### src/rtl/mux_pkg.sv
// Shared definitions for the 2:1 mux arbiter: FSM state encodings and a small helper.
package mux_pkg;

  typedef enum logic [1:0] {
    ST_IDLE  = 2'b00,
    ST_HOLD0 = 2'b01,
    ST_HOLD1 = 2'b10
  } state_t;

  function automatic state_t hold_state(input logic idx);
    return idx ? ST_HOLD1 : ST_HOLD0;
  endfunction

endpackage

### src/rtl/Multiplexer.sv
// Plain 2:1 WIDTH-bit data multiplexer used as the arbiter datapath.
module Multiplexer #(
  parameter int unsigned WIDTH = 4
) (
  input  logic [WIDTH-1:0] In0,
  input  logic [WIDTH-1:0] In1,
  input  logic             Selector,
  output logic [WIDTH-1:0] Out
);

  always_comb begin
    Out = Selector ? In1 : In0;
  end

endmodule

### src/rtl/rr_pick_2.sv
// Two-way combinational picker: round-robin on ties unless fixed priority is selected.
module rr_pick_2 #(
  parameter bit FIXED_PRIORITY = 1'b0
) (
  input  logic Req0,
  input  logic Req1,
  input  logic LastGrant,
  output logic GrantValid,
  output logic GrantIdx
);

  always_comb begin
    GrantValid = Req0 || Req1;
    GrantIdx   = 1'b0;
    if (Req0 && Req1) begin
      GrantIdx = FIXED_PRIORITY ? 1'b0 : !LastGrant;
    end else if (Req1) begin
      GrantIdx = 1'b1;
    end
  end

endmodule

### src/rtl/mux_arbiter.sv
// Round-robin arbiter/sequencer feeding a one-entry registered output buffer,
// with saturating per-source grant counters.
module mux_arbiter
  import mux_pkg::*;
#(
  parameter int unsigned WIDTH          = 4,
  parameter int unsigned CNT_WIDTH      = 8,
  parameter bit          FIXED_PRIORITY = 1'b0
) (
  input  logic                 Clock,
  input  logic                 Reset,
  input  logic [WIDTH-1:0]     In0,
  input  logic                 Req0,
  output logic                 Ack0,
  input  logic [WIDTH-1:0]     In1,
  input  logic                 Req1,
  output logic                 Ack1,
  output logic [WIDTH-1:0]     DataOut,
  output logic                 OutValid,
  input  logic                 OutReady,
  output logic                 Selector,
  output logic [CNT_WIDTH-1:0] Count0,
  output logic [CNT_WIDTH-1:0] Count1
);

  state_t               r_state;
  state_t               w_next;
  logic [WIDTH-1:0]     r_data;
  logic                 r_sel;
  logic                 r_last;
  logic [CNT_WIDTH-1:0] r_cnt0;
  logic [CNT_WIDTH-1:0] r_cnt1;

  logic                 w_gvalid;
  logic                 w_gidx;
  logic                 w_load;
  logic                 w_legal;
  logic                 w_xfer;
  logic [WIDTH-1:0]     w_mux;

  rr_pick_2 #(
    .FIXED_PRIORITY(FIXED_PRIORITY)
  ) u_pick (
    .Req0      (Req0),
    .Req1      (Req1),
    .LastGrant (r_last),
    .GrantValid(w_gvalid),
    .GrantIdx  (w_gidx)
  );

  Multiplexer #(
    .WIDTH(WIDTH)
  ) u_mux (
    .In0     (In0),
    .In1     (In1),
    .Selector(w_gidx),
    .Out     (w_mux)
  );

  // An illegal state code blocks grants so no word is accepted and then lost on recovery.
  always_comb begin
    w_legal = (r_state == ST_IDLE) || (r_state == ST_HOLD0) || (r_state == ST_HOLD1);
    w_load  = !OutValid || OutReady;
    w_xfer  = !Reset && w_legal && w_load && w_gvalid;
    Ack0    = w_xfer && !w_gidx && Req0;
    Ack1    = w_xfer &&  w_gidx && Req1;
  end

  always_comb begin
    w_next = r_state;
    case (r_state)
      ST_IDLE: begin
        if (w_xfer) w_next = hold_state(w_gidx);
      end
      ST_HOLD0, ST_HOLD1: begin
        if (w_load) w_next = w_xfer ? hold_state(w_gidx) : ST_IDLE;
      end
      default: w_next = ST_IDLE;
    endcase
  end

  always_ff @(posedge Clock) begin
    if (Reset) begin
      r_state <= ST_IDLE;
      r_data  <= '0;
      r_sel   <= 1'b0;
      r_last  <= 1'b1;
      r_cnt0  <= '0;
      r_cnt1  <= '0;
    end else begin
      r_state <= w_next;
      if (w_xfer) begin
        r_data <= w_mux;
        r_sel  <= w_gidx;
        r_last <= w_gidx;
        if (!w_gidx && r_cnt0 != '1) r_cnt0 <= r_cnt0 + 1'b1;
        if ( w_gidx && r_cnt1 != '1) r_cnt1 <= r_cnt1 + 1'b1;
      end
    end
  end

  always_comb begin
    OutValid = (r_state == ST_HOLD0) || (r_state == ST_HOLD1);
    DataOut  = r_data;
    Selector = r_sel;
    Count0   = r_cnt0;
    Count1   = r_cnt1;
  end

endmodule

### config.mk
export PLATFORM = sky130hd
export DESIGN_NAME = mux_arbiter
export DESIGN_NICKNAME = d
export VERILOG_FILES = /design/src/rtl/mux_pkg.sv /design/src/rtl/Multiplexer.sv /design/src/rtl/rr_pick_2.sv /design/src/rtl/mux_arbiter.sv
export SDC_FILE = /design/constraint.sdc
export NUM_CORES = 1
export LEC_CHECK = 0
export CAP_MARGIN = 20
export CORE_UTILIZATION = 24
export DETAILED_ROUTE_END_ITERATION = 10
export PLACE_DENSITY = 0.48
export SETUP_SLACK_MARGIN = 0.3
export SYNTH_ARGS = -nofsm -noshare
export SYNTH_HDL_FRONTEND = slang
export SYNTH_HIERARCHICAL = 1
export SYNTH_SLANG_ARGS = --single-unit
### constraint.sdc
create_clock -name Clock -period 2.3 [get_ports Clock]
set_input_delay 0.46 -clock Clock [delete_from_list [all_inputs] [get_ports Clock]]
set_output_delay 0.46 -clock Clock [all_outputs]
set_load 0.03 [all_outputs]
Word level (Yosys, flattened, before mapping)
Cells that the tools add are included.
- eq/ne operators: 6
- muxes and demuxes: 8
- $add $sub $neg: 2
- reduce and logical (&&, ||, !) cells: 24
- operator list (kind ; number):
    adder 8 x 1 -> 8 bit, second input constant ; 2
    inequality test 8 bit, second input constant ; 2
    logical AND 1 bit ; 10
    2-to-1 mux 2 bit ; 4
    AND reduction 2 bit ; 3
    logical OR 1 bit ; 5
    zero test 1 bit ; 4
    2-to-1 mux 4 bit ; 1
    inequality test 2 bit, second input constant ; 2
    case mux 2 bit (2 select lines) ; 1
    == test 2 x 1 -> 1 bit, second input constant ; 1
    == test 2 bit, second input constant ; 1
    zero test 2 bit ; 1
    2-to-1 mux 1 bit ; 2
    OR reduction 2 bit ; 1
- word-level logic and storage cells: 46
- bits in registers: 24
- output and inout port bits: 24
- input port bits: 13

Depth between registers and ports, before layout
Gate-level depths: netlist (run 1).
- depth after elaboration: 9
- gate-level depth with buffers: 9
- mapped depth without buffers: 6

By module
The synthesis (run 1) kept the hierarchy.
- by module, submodules not included (module ; area each (µm²) ; cells an instance ; times used ; seq. area each (µm²)):
    mux_arbiter ; 1221.2 ; 142 ; 1 ; 480.5
    Multiplexer ; 45.0 ; 4 ; 1 ; 0.0
    rr_pick_2 ; 13.8 ; 2 ; 1 ; 0.0

Worst setup path after synthesis (run 1)
OpenSTA, ideal clock, no wires.
- path type: flip-flop to output port
- from: register r_state[0]
- to: output port Ack1
- path slack: -0.300 ns
- cell stages (with the launch flop): 9
- data required time: 1.840 ns
- buffers on the path: 3
- arrival time: 2.140 ns
- cells stage by stage: dfxtp_1 -> inv_1 -> ha_1 -> nor2b_4 -> buf_6 -> or3_1 -> clkbuf_2 -> buf_2 -> nor2_1
- longest elaborated chain between the ends: 8
- elaborated cells on any way between the ends: 13
- classes of those cells: eq/ne: 2; reduce/logical: 11
- RTL lines (what ; RTL line ; source):
    from (decl) ; mux_arbiter.sv:26 ; state_t r_state;
    from (signal assigned) ; mux_arbiter.sv:91 ; r_state <= w_next;
    == test 2 x 1 -> 1 bit / == test 2 bit (equally long branches) ; mux_arbiter.sv:103 ; OutValid = (r_state == ST_HOLD0) || (r_state == ST_HOLD1);
    logical OR 1 bit * ; mux_arbiter.sv:103 ;
    net OutValid ; mux_arbiter.sv:19 ; output logic OutValid,
    zero test 1 bit * ; mux_arbiter.sv:63 ; w_load = !OutValid || OutReady;
    logical OR 1 bit * ; mux_arbiter.sv:63 ;
    logical AND 1 bit * (2 in a row) ; mux_arbiter.sv:64 ; w_xfer = !Reset && w_legal && w_load && w_gvalid;
    logical AND 1 bit * (2 in a row) ; mux_arbiter.sv:66 ; Ack1 = w_xfer && w_gidx && Req1;
    to (decl) ; mux_arbiter.sv:17 ; output logic Ack1,
Mark *: on every way through the listed nets, which the timed path passes. The rest lies on a longest branch.

Worst setup path after layout (run 1)
- from: register r_state[1]
- to: output port Ack1
- longest elaborated chain between the ends: 8
- elaborated cells on any way between the ends: 13
- classes of those cells: eq/ne: 2; reduce/logical: 11
- RTL lines (what ; RTL line):
    == test 2 x 1 -> 1 bit, or another cell as far along ; mux_arbiter.sv:62, mux_arbiter.sv:103
    logical OR 1 bit (on tied branches) ; mux_arbiter.sv:62, mux_arbiter.sv:103
    logical OR 1 bit / zero test 1 bit (equally long branches) ; mux_arbiter.sv:62, mux_arbiter.sv:63
    logical AND 1 bit / logical OR 1 bit (equally long branches) ; mux_arbiter.sv:64, mux_arbiter.sv:63
    logical AND 1 bit * (2 in a row) ; mux_arbiter.sv:64
    logical AND 1 bit * (2 in a row) ; mux_arbiter.sv:66
Mark *: on every way between the ends. The rest lies on a longest branch, timed or not.

==> impl_metrics.tcl, run 1 <==
set metrics [dict create \
    outcome "completed" \
    seq_area_frac_synth_pct 37.5 \
    path_clk_slew_ns 0.09 \
    max_stage_delay_ns 0.35 \
    synthCells 148 \
    crit_slowest_cell "dfxtp_2" \
    area_growth_pct 60.0 \
    drt_wl_total_mm 3.44 \
    timing.fmax_ghz 0.462 \
    hold_viol 0 \
    synth_warnings 6 \
    ys_dominant_reg_cell "dfxtp_1" \
    synth_top_cells_by_area "dfxtp_1 (38%), a21oi_1 (6.6%), nand2_1 (5.9%), ha_1 (3.9%), mux2_2 (3.5%)" \
    syn_nets 165 \
    post_drt_wl_per_cell_um 12.8 \
    min_period_ns 2.16 \
    yosysUniqueCellTypes 40 \
    num_io_pins 37 \
    ys_seq_elements 24 \
    synth_common_cells "dfxtp_1 (24), nand2_1 (20), a21oi_1 (17)" \
    n_antenna_cell 0 \
    cp_cell_sequence "inv_2 -> ha_4 -> nor2b_4 -> or3_4 -> buf_6 -> nor2_4 -> buf_6" \
    critPathCaptureType "primary output" \
    htree_levels 1 \
    rsz0062_at_grt "yes" \
    final.setup_skew_ns 0.00647 \
    setup_violations 0 \
    design_area_um2 2050 \
    die_h_um 75.0 \
    cts_tree "built" \
    grt_pass1_vias 1332 \
    max_slew_margin_pct 58.5 \
    powerDensity_nw_per_um2 515 \
    worst_pin_slew_ns 0.620 \
    vias_per_cell 4.86 \
    start_util_pct 25.1 \
    syn-mean-instance-area_um2 8.65 \
    die_area_um2 5630 \
    fin_crit_sh_pct 94.0 \
    cpLargestDelayFamily "simple AND/OR/NAND/NOR gates" \
    grt_max_degree 17 \
    layout-drive-gt1-share_pct 29.1 \
    grt_overflow 0 \
    drc_errors 0 \
    synth_async_sr_flop_share_pct 0 \
    cts_root_buffer "clkbuf_8" \
    maxCapViolations 0 \
    first_iter_violations 70 \
    clk_path_buf_depth 2 \
    drv_slew 0 \
    synth_top_area_share_pct 37.5 \
    cts_made_buffers 3 \
    worstPathArrival_ns 1.70 \
    hpwl_mm 2.44 \
    numPortBuffers 36 \
    chipWidth_um 75.0 \
    final_util_pct 40.1 \
    criticalPathCategory "flip-flop to primary output" \
    synth.most_common_cell "dfxtp_1" \
    hold_path.class "flip-flop to flip-flop" \
    syn-cell-area_um2 1280 \
    ant_nets 0 \
    synth-edff-count 0 \
    tns_ns 0 \
    antenna_found_initial 0 \
    dpl_cell_area_um2 1800 \
    coreArea_um2 5110 \
    yosys.area.top_type "dfxtp_1" \
    start_kind "flip-flop" \
    power_leakage_nw 0.696 \
    cp_max_fo 6 \
    place_congestion 0.801 \
    cp.required_ns 1.84 \
    route.vias.total 1307 \
    total_power_mw 1.06 \
    path_buf_inv 3 \
    grt_usage_pct 13.4 \
    rows 26 \
    grt_pass1_wl_mm 5.87 \
    crit_top_cell "buf_6" \
    dr.pass1.iters 4 \
    nNetsFinal 217 \
    clock-sinks 24 \
    irDropWorstVdd_mv 0.237 \
    clock_latency_ns 0.27 \
    holdBufCountCts 0 \
]
flip-flops by register name (all words and copies together), names as in the netlist:
| signal | count |
|---|---|
| Selector | 1 |
| Count1 | 8 |
| r_last | 1 |
| DataOut | 4 |
| Count0 | 8 |
| r_state | 2 |
stage by stage:
stage                     instances  hold slack [ns]  setup WS, ns
after global placement          258            0.448        -0.214
after global routing            269            0.497        0.0818
after floorplan                 148            0.473         0.187
final                           269            0.458         0.137
after detailed placement        258            0.452        -0.256
after CTS                       269            0.465        0.0960
worst reg2reg max path: cells and delay by family, from the launching register on:
kind,cells,cell delay (ns)
flops,1,0.35
buf+inv,3,0.35
simple gates,3,0.99
compound gates,1,0.12
fa+ha+maj,1,0.23
routing by layer:
metal / track usage [%] / share of wire [%] / vias to the layer above
li1: - / - / 652
met1: 17.5 / 50 / 630
met2: 23.1 / 47 / 23
met3: 3.21 / 2.9 / 2
met4: 1.89 / 0.32 / 0
met5: 0 / 0 / -
power breakdown:
part           switching (mW)  leakage, nW  total [mW]  internal, mW
clock                   0.139       0.0357       0.372         0.233
combinational           0.118        0.464       0.237         0.119
sequential             0.0143        0.196       0.447         0.432
cells in the final DEF (no fill, tap or decap), drive strengths merged, types with 2 or more instances in the layout:
cell type      instances
nand4                  2
clkbuf                 3
mux2i                  2
inv                    6
ha                     4
or3                    3
o21ai                  4
buf                   22
dfxtp                 24
a21oi                 17
o221ai                 2
nand3                  6
or4                    5
nor4                   6
nand2b                 3
o31ai                  5
nor2b                  2
o41ai                  3
nand2                 20
mux2                   5
dlygate4sd2            3
nor3                   2
or2                    2
o311ai                 3
clkdlybuf4s50         30
nor2                   4
and4                   2
timing repair:
item / CTS / global route
setup buffers: 7 / 0
pin swaps: 6 / 3
resized for setup: 25 / 8
setup endpoints to repair: 18 / 17
layout make-up:
class | count | area, µm²
fill | 521 | 3060
multi-input combinational | 109 | 855
timing repair buffer | 56 | 529
sequential | 24 | 483
tap | 70 | 87.6
clock buffer | 3 | 41.3
clock inverter | 1 | 30.0
inverter | 6 | 22.5
worst paths after layout:
path,start,end,slack (ns),cells after the start
setup / recovery,r_state[1]$_SDFFE_PP0P_,Ack1,0.14,7
hold / removal,Selector$_SDFFE_PP0P_,Selector$_SDFFE_PP0P_,0.46,2
setup reg to reg,r_state[1]$_SDFFE_PP0P_,Count1[6]$_SDFFE_PP0P_,0.20,8
hold reg to reg,Selector$_SDFFE_PP0P_,Selector$_SDFFE_PP0P_,0.46,2
cells by family after synthesis:
| group | count (synthesis) | synth area share (%) |
|---|---|---|
| compound gates | 37 | 18.3 |
| fa+ha+maj | 4 | 3.91 |
| buf+inv | 15 | 5.86 |
| flops | 24 | 37.5 |
| mux | 7 | 5.96 |
| simple gates | 61 | 28.4 |
Power figures use the tool's default switching activity.
==> inputs of run 2 (changes only) <==
CORE_UTILIZATION = 32   (was 24)
PLACE_DENSITY = 0.6   (was 0.48)
==> run 2 against run 1 <==
Total power decreased by 12%. Combinational power decreased by 2%. Cell count decreased by 9.3%. Global-route usage increased by 3.1 points. Register-to-register slack improved by 0.05 ns. Critical endpoint unchanged. Clock power decreased by 33%.
==> impl_metrics.tcl, run 2 (synthesized netlist as in run 1, its figures left out) <==
set metrics [dict create \
    cp_cell_sequence "inv_2 -> ha_4 -> nor2b_4 -> or3_4 -> nor2_4 -> buf_6" \
    outcome "completed" \
    clock-sinks 24 \
    start_util_pct 34.2 \
    numPortBuffers 36 \
    grt_pass1_wl_mm 5.50 \
    crit_slowest_cell "or3_4" \
    vias_per_cell 5.35 \
    dpl_cell_area_um2 1750 \
    p_comb_share_pct 25.1 \
    drt_wl_total_mm 3.34 \
    route.vias.total 1305 \
    post_drt_wl_per_cell_um 13.7 \
    n_antenna_cell 0 \
    antenna_found_initial 0 \
    final_util_pct 52.4 \
    grt_max_degree 22 \
    cts_root_buffer "clkbuf_8" \
    clk_path_buf_depth 2 \
    cts_tree "built" \
    drc_errors 0 \
    place_congestion 0.861 \
    worst_pin_slew_ns 0.649 \
    power.switching_mw 0.263 \
    grt_pass1_vias 1249 \
    rows 22 \
    num_io_pins 37 \
    power_leakage_nw 0.670 \
    max_stage_delay_ns 0.36 \
    hpwl_mm 2.33 \
    chipWidth_um 65.2 \
    rsz0062_at_grt "yes" \
    final.setup_skew_ns 0.00369 \
    grt_usage_pct 16.6 \
    clock_latency_ns 0.26 \
    die_area_um2 4260 \
    nNetsFinal 215 \
    design_area_um2 1960 \
    timing.fmax_ghz 0.479 \
    intPower_mw 0.665 \
    hold_viol 0 \
    start_kind "flip-flop" \
    setup_ws_ns 0.214 \
    first_iter_violations 51 \
    layout-drive-gt1-share_pct 27.0 \
    fin_cells 244 \
    fin_crit_sh_pct 90.7 \
    max_slew_margin_pct 56.6 \
    final_common_cell "clkdlybuf4s50_1" \
    min_period_ns 2.09 \
    cp.required_ns 1.84 \
    hold_path.class "flip-flop to flip-flop" \
    switching_share_pct 28.3 \
    ant_nets 0 \
    dp.cells 233 \
    powerDensity_nw_per_um2 473 \
    htree_levels 1 \
    p_clk_share_pct 26.7 \
    irDropWorstVdd_mv 0.286 \
    fin_hold_ws_ns 0.455 \
    criticalPathCategory "flip-flop to primary output" \
    worstPathArrival_ns 1.63 \
    area_growth_pct 53.3 \
    layout_common_cells "clkdlybuf4s50_1 (30), dfxtp_1 (22), nand2_1 (20), a21oi_1 (15), buf_4 (14)" \
    cts_made_buffers 3 \
    path_clk_slew_ns 0.08 \
    maxCapViolations 0 \
    dr.pass1.iters 4 \
    critPathCaptureType "primary output" \
    coreArea_um2 3740 \
    setup_violations 0 \
    fill_cells 359 \
    cp_max_fo 5 \
    die_h_um 65.2 \
    drv_slew 0 \
    pwr-share-seq_pct 48.1 \
    pre_cts_ws_ns -0.312 \
    grt_overflow 0 \
]
==> run 2: power by group through the flow <==
stage	Clock, mW	Combinational [mW]	Sequential (mW)
3_5_place_dp	0	0.204	0.456
3_3_place_gp	0	0.201	0.455
5_1_grt	0.272	0.249	0.449
6_report	0.248	0.233	0.446
4_1_cts	0.261	0.228	0.446
2_1_floorplan	0	0.106	0.477
==> run 2: routing by layer <==
layer	global-route usage [%]	vias to the layer above	share of wire [%]
met5	0	-	0
met4	5.98	0	1.0
met3	3.13	4	4.8
met2	27.1	35	48
met1	21.6	621	47
li1	-	645	-
==> run 2: layout make-up <==
type                    count  area (µm²)  share of cell area [%]
multi-input cells         109         846                    43.1
repair buffers             54         509                    26.0
flip-flops and latches     24         483                    24.6
well taps                  48        60.1                    3.06
clock buffers               3        41.3                    2.10
inverters                   6        22.5                    1.15
==> run 2: through the flow <==
stage / total power [mW] / setup TNS, ns
5_1_grt: 0.970 / 0
2_1_floorplan: 0.583 / 0
6_report: 0.928 / 0
4_1_cts: 0.935 / 0
3_5_place_dp: 0.660 / -3.03
3_3_place_gp: 0.656 / -2.53
==> run 2: path summary, 6_finish.rpt <==
| path | cells after the start | end | slack (ns) | start |
|---|---|---|---|---|
| max | 6 | Ack1 | 0.21 | r_state[1]$_SDFFE_PP0P_ |
| min | 2 | Selector$_SDFFE_PP0P_ | 0.46 | Selector$_SDFFE_PP0P_ |
| max reg2reg | 6 | Count0[3]$_SDFFE_PP0P_ | 0.25 | r_state[0]$_SDFFE_PP0P_ |
| min reg2reg | 2 | Selector$_SDFFE_PP0P_ | 0.46 | Selector$_SDFFE_PP0P_ |
==> run 2: what timing repair did <==
action,in CTS,in global routing
gates resized for setup,22,8
buffers inserted,7,1
pin swaps,7,7
endpoints found under the setup margin,18,13
hold buffers,0,0
endpoints found under the hold margin,0,0
==> run 2: worst max-delay path: cells and delay by family, from the launching register on <==
family	cells	cell delay, ns
buffers and inverters	2	0.18
and+or+nand+nor	3	0.59
adders and majority gates	1	0.24
DFF	1	0.35
